===== config.mk =====
export PLATFORM = sky130hd
export DESIGN_NAME = sim_test_monitor
export DESIGN_NICKNAME = d
export VERILOG_FILES = /design/src/rtl/sim_test_monitor.sv
export SDC_FILE = /design/constraint.sdc
export NUM_CORES = 1
export LEC_CHECK = 0
export CAP_MARGIN = 10
export CORE_MARGIN = 4
export CORE_UTILIZATION = 39
export CTS_BUF_LIST = sky130_fd_sc_hd__clkbuf_4 sky130_fd_sc_hd__clkbuf_8
export DETAILED_ROUTE_END_ITERATION = 10
export GPL_TIMING_DRIVEN = 0
export SLEW_MARGIN = 10
export SYNTH_ARGS = -nofsm -noshare
export SYNTH_HDL_FRONTEND = slang
export SYNTH_SLANG_ARGS = --single-unit
export TNS_END_PERCENT = 100

===== constraint.sdc =====
create_clock -name clk -period 4.2 [get_ports clk]
set_input_delay 0.84 -clock clk [delete_from_list [all_inputs] [get_ports clk]]
set_output_delay 0.84 -clock clk [all_outputs]
set_load 0.1 [all_outputs]

===== src/rtl/sim_test_monitor.sv =====
// ============================================================================
// Module   : sim_test_monitor
// Brief    : End-of-test monitor; shadows per-hart done/pass registers and
//            produces a sticky PASS/FAIL/TIMEOUT verdict.
// Revision : 1.0
// ============================================================================
`default_nettype none

module sim_test_monitor #(
    parameter int NHART          = 1,
    parameter int XLEN           = 32,
    parameter int DONE_REG       = 26,
    parameter int PASS_REG       = 27,
    parameter int SETTLE_CYCLES  = 5,
    parameter int TIMEOUT_CYCLES = 5000,
    parameter int CNT_W          = 32
) (
    input  logic                    clk,
    input  logic                    rst,
    input  logic [NHART-1:0]        rf_we,
    input  logic [5*NHART-1:0]      rf_waddr,
    input  logic [XLEN*NHART-1:0]   rf_wdata,
    output logic [1:0]              status,
    output logic                    finish,
    output logic [NHART-1:0]        hart_done,
    output logic [NHART-1:0]        fail_mask,
    output logic [CNT_W-1:0]        cycle_count
);

    localparam int                SETTLE_W       = (SETTLE_CYCLES > 1) ? $clog2(SETTLE_CYCLES) : 1;
    localparam logic [SETTLE_W-1:0] C_SETTLE_LAST = SETTLE_W'(SETTLE_CYCLES - 1);
    localparam logic [CNT_W-1:0]  C_TIMEOUT_LAST = CNT_W'((TIMEOUT_CYCLES > 0) ? (TIMEOUT_CYCLES - 1) : 0);
    localparam logic [4:0]        C_DONE_IDX     = 5'(DONE_REG);
    localparam logic [4:0]        C_PASS_IDX     = 5'(PASS_REG);
    localparam logic [XLEN-1:0]   C_ONE          = XLEN'(1);

    localparam logic [1:0] C_ST_RUN     = 2'd0;
    localparam logic [1:0] C_ST_PASS    = 2'd1;
    localparam logic [1:0] C_ST_FAIL    = 2'd2;
    localparam logic [1:0] C_ST_TIMEOUT = 2'd3;

    typedef enum logic [2:0] {
        S_RUN     = 3'd0,
        S_SETTLE  = 3'd1,
        S_PASS    = 3'd2,
        S_FAIL    = 3'd3,
        S_TIMEOUT = 3'd4
    } state_t;

    state_t                r_state;
    logic [1:0]            r_status;
    logic                  r_finish;
    logic [NHART-1:0]      r_hart_done;
    logic [NHART-1:0]      r_fail_mask;
    logic [CNT_W-1:0]      r_cycle_count;
    logic [SETTLE_W-1:0]   r_settle_cnt;

    logic                  w_active;
    logic                  w_timeout;
    logic [NHART-1:0]      w_done_one;
    logic [NHART-1:0]      w_pass_one;

    // Shadows only track the harts while a verdict is still pending.
    assign w_active  = (r_state == S_RUN) || (r_state == S_SETTLE);
    assign w_timeout = (TIMEOUT_CYCLES != 0) && (r_cycle_count == C_TIMEOUT_LAST);

    generate
        for (genvar h = 0; h < NHART; h++) begin : g_hart
            logic [4:0]      w_waddr;
            logic [XLEN-1:0] w_wdata;
            logic            w_wr_ok;
            logic [XLEN-1:0] r_done_sh;
            logic [XLEN-1:0] r_pass_sh;

            assign w_waddr = rf_waddr[5*h +: 5];
            assign w_wdata = rf_wdata[XLEN*h +: XLEN];
            assign w_wr_ok = w_active && rf_we[h] && (w_waddr != 5'd0);

            always_ff @(posedge clk) begin
                if (rst) begin
                    r_done_sh <= '0;
                    r_pass_sh <= '0;
                end else if (w_wr_ok) begin
                    if (w_waddr == C_DONE_IDX) begin
                        r_done_sh <= w_wdata;
                    end
                    if (w_waddr == C_PASS_IDX) begin
                        r_pass_sh <= w_wdata;
                    end
                end
            end

            assign w_done_one[h] = (r_done_sh == C_ONE);
            assign w_pass_one[h] = (r_pass_sh == C_ONE);
        end
    endgenerate

    always_ff @(posedge clk) begin
        if (rst) begin
            r_state       <= S_RUN;
            r_status      <= C_ST_RUN;
            r_finish      <= 1'b0;
            r_hart_done   <= '0;
            r_fail_mask   <= '0;
            r_cycle_count <= '0;
            r_settle_cnt  <= '0;
        end else begin
            r_finish <= 1'b0;
            if (w_active) begin
                if (r_cycle_count != '1) begin
                    r_cycle_count <= r_cycle_count + CNT_W'(1);
                end
                r_hart_done <= r_hart_done | w_done_one;
            end
            case (r_state)
                S_RUN: begin
                    if (w_timeout) begin
                        r_state  <= S_TIMEOUT;
                        r_status <= C_ST_TIMEOUT;
                        r_finish <= 1'b1;
                    end else if (&r_hart_done) begin
                        r_state      <= S_SETTLE;
                        r_settle_cnt <= '0;
                    end
                end
                S_SETTLE: begin
                    // A verdict on the same cycle as the timeout takes priority.
                    if (r_settle_cnt == C_SETTLE_LAST) begin
                        r_finish <= 1'b1;
                        if (&w_pass_one) begin
                            r_state  <= S_PASS;
                            r_status <= C_ST_PASS;
                        end else begin
                            r_state     <= S_FAIL;
                            r_status    <= C_ST_FAIL;
                            r_fail_mask <= ~w_pass_one;
                        end
                    end else if (w_timeout) begin
                        r_state  <= S_TIMEOUT;
                        r_status <= C_ST_TIMEOUT;
                        r_finish <= 1'b1;
                    end else begin
                        r_settle_cnt <= r_settle_cnt + SETTLE_W'(1);
                    end
                end
                default: begin
                end
            endcase
        end
    end

    assign status      = r_status;
    assign finish      = r_finish;
    assign hart_done   = r_hart_done;
    assign fail_mask   = r_fail_mask;
    assign cycle_count = r_cycle_count;

endmodule

`default_nettype wire

==> flow_summary.yaml, run 1 <==
synthesis:
  synth_flop_cell: "dfxtp_1"
  synth_area_leaders: "dfxtp_1 (47%), nand2_1 (12%), a21oi_1 (9.7%)"
  postSynth.asyncResetShare: 0
  syn-instance-count: 569
  ys.warnings.count: 0
  synthDominantAreaCellType: "dfxtp_1"
  synth-edff-count: 0
  yosys-top-cells-count: "nand2_1 (147), dfxtp_1 (107), a21oi_1 (88), clkbuf_1 (30)"
  syn_area_per_cell_um2: 7.998
  seq_total_area_yosys: 0.4707
  synth_seq_cells: 107
  synth_top_area_share: 0.4707
  mappedNetlistNets: 612
  synthMostInstantiatedCell: "nand2_1"
  mappedNetlistArea_um2: 4551
  synth.distinct_cells: 51
sta:
  slew_hr: 0.3440
  drv_slew: 0
  final_setup_fails: 0
  portion_of_the_clock_cycle_consumed_by_the_worst_path_in_the_final_layout: 0.7012
  finalClockSkew_ns: 0.009312
  finalHoldViolCount: 0
  grt_setup_unrepaired: "false"
  layout_min_cycle_time_ns: 2.945
  max_slew.worst_pin.slew_ns: 0.9809
  finalSetupTns_ns: 0
  fmax_mhz: 339.5
  holdWs_ns: 0.4585
outcome:
  status: "completed"
clock_tree:
  cts_bufs_inserted: 9
  insertion_delay_ns: 0.38
  post-cts-setup-buffer-count: 0
  tritoncts_num_sinks: 107
  cts_tree: "done"
  htree_num_levels: 3
  cts_hold_buf: 0
  cts.clk_slew.worst_paths_ns: 0.10
  post_cts_resize_count: 0
  max-clock-path-buffers: 2
  clk_root_buffer_cell: "clkbuf_8"
worst_setup_path:
  worstReg2RegStart: "cycle_count[0]"
  critical_path.max_stage_delay_ns: 1.21
  criticalPathCategory: "flip-flop to output port"
  r2r.worst_path.cells: 6
  cp_max_fo: 8
  worst_path_cell_chain: "clkdlybuf4s50_1"
  cp.buffers_inverters: 1
  worstPathRequired_ns: 3.36
  reg2reg_setup_slack_ns: 1.70
  cp_top_family: "buffers and inverters"
  worstPathArrival_ns: 2.11
  category_of_the_worst_setup_path_capture_point: "output port"
  r2r-end: "cycle_count[26]"
  crit_path_start_kind: "flip-flop"
  cpMaxStageDelayCell: "clkdlybuf4s50_1"
pwr:
  power_density_nw_per_um2: 305.5
  irDropWorstVdd_uv: 179.0
  leakage_nw: 1.851
global_route:
  grt_start_max_net_pins: 17
  grt_first_pass_wirelength_mm: 19.79
  grtUsageTotal: 0.1839
  remaining_overflow_grt: 0
  antenna_violations_before_repair: 0
  number_of_global_route_vias_before_repair: 4140
place:
  place.port_buffers: 76
  final_gp_congestion: 0.7977
  detailed_place_hpwl_mm: 9.277
die:
  floorplan.rows: 39
  core-area_um2: 11420
  start_util: 0.3985
  horizontal_die_dimension_um: 116.0
  io-pin-count: 77
  height_of_the_die_um: 116.0
  die-area_um2: 13460
routing:
  totalWireLength_mm: 12.12
  via_count: 4260
  initialDrtViolationCount: 158
  route.antenna.remaining_nets: 0
  drc: 0
  router_iterations_before_antenna_repair: 5
  vias_per_cell: 5.305
  drt-wirelength-per-cell_um: 15.09
worst_hold_path:
  worstHoldEndpoint: "g_hart[0].r_done_sh[5]"
  worstHoldPathCells: 2
  hold_path.startpoint: "g_hart[0].r_done_sh[5]"
  worstHoldPathType: "flip-flop to flip-flop"
flow_run:
  maxcap_viol_count: 0
cells_and_area:
  antenna_cell_count: 0
  drive_gt1_frac: 0.05909
  finish.net_count: 699
  number_of_filler_instances_in_the_final_layout: 1154
  layout-area-overhead-vs-synth_pct: 24.55
==> metal layers <==
layer / vias to the layer above / share of wire / GRT usage
met5: - / 0 / 0
met4: 0 / 0.018 / 0.05723
met3: 17 / 0.050 / 0.03603
met2: 93 / 0.48 / 0.3153
met1: 1981 / 0.45 / 0.2335
li1: 2169 / - / -
==> worst max path at each step <==
stage / start / to / slack (ns) / depth (start not counted)
floorplan: cycle_count[0] / cycle_count[26] / 1.14 / 6
global placement: rf_waddr[3] / g_hart[0].r_done_sh[2] / 1.38 / 6
detailed placement: rf_waddr[3] / g_hart[0].r_done_sh[16] / 1.29 / 6
CTS: cycle_count[3] / cycle_count[3] / 1.24 / 1
global route: cycle_count[24] / cycle_count[24] / 1.19 / 1
finish: cycle_count[3] / cycle_count[3] / 1.25 / 1
==> logic make-up after synthesis <==
kind of cell,Yosys count,share of synthesized area
fa+ha+maj,3,0.008249
xor+xnor,3,0.005775
buf+inv,42,0.04097
simple gates,283,0.3044
mux,8,0.02034
flops,107,0.4707
compound gates,123,0.1496
==> metrics by stage <==
| step | cell area (um2) | cells | power, mW | setup WS [ns] | utilization |
|---|---|---|---|---|---|
| finish | 5668 | 803 | 1.731 | 1.255 | 0.4964 |
| global route | 5668 | 803 | 1.798 | 1.189 | 0.4964 |
| CTS | 5668 | 803 | 1.750 | 1.236 | 0.4964 |
| detailed placement | 5490 | 788 | 1.170 | 1.287 | 0.4808 |
| global placement | 5490 | 788 | 1.168 | 1.384 | 0.4808 |
| floorplan | 4551 | 569 | 1.103 | 1.145 | - |
==> sequential cells by signal (all words and copies together), names as in the netlist <==
register and cells:
fail_mask 1, cycle_count 32, finish 1, status 2
hart_done 1, r_settle_cnt 3, r_state 3, g_hart.r_pass_sh 32
g_hart.r_done_sh 32
==> where the power goes <==
part	total [mW]	internal, mW	leakage, nW	switching (mW)
clock	0.586	0.244	0.0912	0.342
combinational	0.118	0.0512	0.897	0.0668
sequential	1.03	1.02	0.863	0.00656
total	1.73	1.32	1.85	0.416
==> final cells by class <==
type                    instances  area [um2]  share of cell area
multi-input cells             420        2222              0.3921
flip-flops and latches        107        2142              0.3779
repair buffers                 76       760.7              0.1342
well taps                     143       178.9             0.03157
plain buffers                  34       156.4             0.02759
clock buffers                  11       151.4             0.02671
inverters                       8       30.03            0.005298
clock inverters                 4       26.28            0.004636
==> placed cells by master, fill, tap and decap left out, types with 4 or more instances in the layout <==
master	n
clkbuf_8	13
nand4_1	15
or3_1	13
mux2_2	6
inv_1	8
nor2_1	24
nor4_1	24
and3_1	4
nor3_1	6
nand3_1	12
o21ai_0	15
nor2b_1	7
or4_1	8
clkbuf_1	30
dfxtp_1	107
clkdlybuf4s50_1	76
a21oi_1	88
nand2_1	147
o31ai_1	5
Power figures use the tool's default switching activity.
==> inputs of run 2 (changes only) <==
==> constraint.sdc (replaced) <==
create_clock -name clk -period 2.6 [get_ports clk]
set_input_delay 0.52 -clock clk [delete_from_list [all_inputs] [get_ports clk]]
set_output_delay 0.52 -clock clk [all_outputs]
set_load 0.1 [all_outputs]
==> flow_summary.yaml, run 2 (same netlist as run 1, synthesis figures left out) <==
routing:
  drt-wirelength-per-cell_um: 15.15
  route.antenna.remaining_nets: 0
  totalWireLength_mm: 12.18
  vias_per_cell: 5.358
  initialDrtViolationCount: 233
  via_count: 4308
  drc: 0
  router_iterations_before_antenna_repair: 4
cells_and_area:
  number_of_filler_instances_in_the_final_layout: 1138
  non_filler_cells_in_the_finished_layout: 804
  mostFrequentLayoutCell: "nand2_1"
  layout-area-overhead-vs-synth_pct: 25.57
  antenna_cell_count: 0
  drive_gt1_frac: 0.08775
  finish.net_count: 699
  layout.core_utilization: 0.5004
  commonest_cells_after_routing_fill_and_taps_aside: "nand2_1 (147), dfxtp_1 (90), a21oi_1 (88), clkdlybuf4s50_1 (66), clkbuf_1 (29)"
  fin_area_um2: 5714
pwr:
  irDropWorstVdd_uv: 255.2
  leakage_nw: 2.005
  power_density_nw_per_um2: 495.4
  total_power_mw: 2.831
die:
  floorplan.rows: 39
  start_util: 0.3985
  height_of_the_die_um: 116.0
  horizontal_die_dimension_um: 116.0
  io-pin-count: 77
  core-area_um2: 11420
  die-area_um2: 13460
sta:
  grt_setup_unrepaired: "false"
  max_slew.worst_pin.slew_ns: 0.9862
  slew_hr: 0.3414
  setup_ws_ns: 0.08514
  portion_of_the_clock_cycle_consumed_by_the_worst_path_in_the_final_layout: 0.9673
  fmax_mhz: 397.6
  drv_slew: 0
  finalClockSkew_ns: 0.01008
  holdWs_ns: 0.4560
  layout_min_cycle_time_ns: 2.515
  finalSetupTns_ns: 0
  final_setup_fails: 0
  finalHoldViolCount: 0
worst_setup_path:
  cp_max_fo: 8
  category_of_the_worst_setup_path_capture_point: "output port"
  criticalPathCategory: "flip-flop to output port"
  cp.buffers_inverters: 1
  worst_path_cell_chain: "clkdlybuf4s50_1"
  cpMaxStageDelayCell: "clkdlybuf4s50_1"
  crit_path_start_kind: "flip-flop"
  worstPathRequired_ns: 2.08
  worstPathArrival_ns: 1.99
  cp_top_family: "buffers and inverters"
  critical_path.max_stage_delay_ns: 1.17
place:
  detailed_place_hpwl_mm: 9.145
  place_area_um2: 5517
  place_inst: 788
  post-place-ws_ns: 0.04611
  final_gp_congestion: 0.8078
  place.port_buffers: 76
clock_tree:
  insertion_delay_ns: 0.38
  cts_bufs_inserted: 9
  tritoncts_num_sinks: 107
  htree_num_levels: 3
  cts.clk_slew.worst_paths_ns: 0.11
  post-cts-setup-buffer-count: 0
  cts_hold_buf: 0
  cts_tree: "done"
  clk_root_buffer_cell: "clkbuf_8"
  max-clock-path-buffers: 2
global_route:
  number_of_global_route_vias_before_repair: 4146
  grtUsageTotal: 0.1884
  antenna_violations_before_repair: 0
  grt_start_max_net_pins: 20
  remaining_overflow_grt: 0
  grt_first_pass_wirelength_mm: 20.13
flow_run:
  maxcap_viol_count: 0
worst_hold_path:
  worstHoldPathType: "flip-flop to flip-flop"
outcome:
  status: "completed"
## run 2: cell count changes in the layout (fill, tap and decap cells not counted), moves of 2 or more
| cell | before | now |
|---|---|---|
| dlymetal6s2s_1 | 0 | 7 |
| dfxtp_1 | 107 | 90 |
| dlygate4sd2_1 | 0 | 3 |
| dfxtp_2 | 0 | 15 |
| inv_6 | 0 | 4 |
| clkdlybuf4s50_1 | 76 | 66 |
| clkinv_2 | 2 | 0 |
| clkbuf_8 | 13 | 11 |
| dfxtp_4 | 0 | 2 |
## run 2: worst reg2reg max path: cells and delay by family, from the launching register on
family        cells  cell delay [ns]
simple gates      4             1.37
fa+ha+maj         1             0.27
flops             1             0.38
mux               1             0.30
## run 2: report_power, final
group | internal (mW) | leakage, nW | switching, mW
logic | 0.0829 | 1.05 | 0.108
clock network | 0.364 | 0.0872 | 0.615
registers | 1.65 | 0.871 | 0.0111
## run 2: timing repair
| item | CTS | global route |
|---|---|---|
| setup endpoints to repair | 3 | 16 |
| gates resized for setup | 3 | 9 |
| hold endpoints to repair | 0 | 0 |
## run 2: metal layers
metal,up-vias,share of wire,track usage,wire length (um)
li1,2174,-,-,-
met1,2026,0.46,0.2478,5649
met2,90,0.48,0.3088,5794
met3,18,0.041,0.03708,503
met4,0,0.019,0.06651,235
met5,-,0,0,0
## run 2: path summary, 6_finish.rpt
| path | slack [ns] | cells after the start | start | endpoint |
|---|---|---|---|---|
| worst max-delay path | 0.09 | 1 | cycle_count[3] | cycle_count[3] |
| worst max register to register | 0.18 | 6 | cycle_count[1] | cycle_count[26] |
| worst min-delay path | 0.46 | 2 | g_hart[0].r_done_sh[0] | g_hart[0].r_done_sh[0] |
| worst min register to register | 0.46 | 2 | g_hart[0].r_done_sh[0] | g_hart[0].r_done_sh[0] |
## run 2: area by class of cell
class,count,area [um2],area share
plain buffers,34,157.7,0.02759
flip-flops and latches,107,2168,0.3795
clock buffers,9,123.9,0.02168
well taps,143,178.9,0.03131
multi-input cells,420,2222,0.3889
repair buffers,76,774.5,0.1355
inverters,8,30.03,0.005255
clock inverters,7,58.81,0.01029
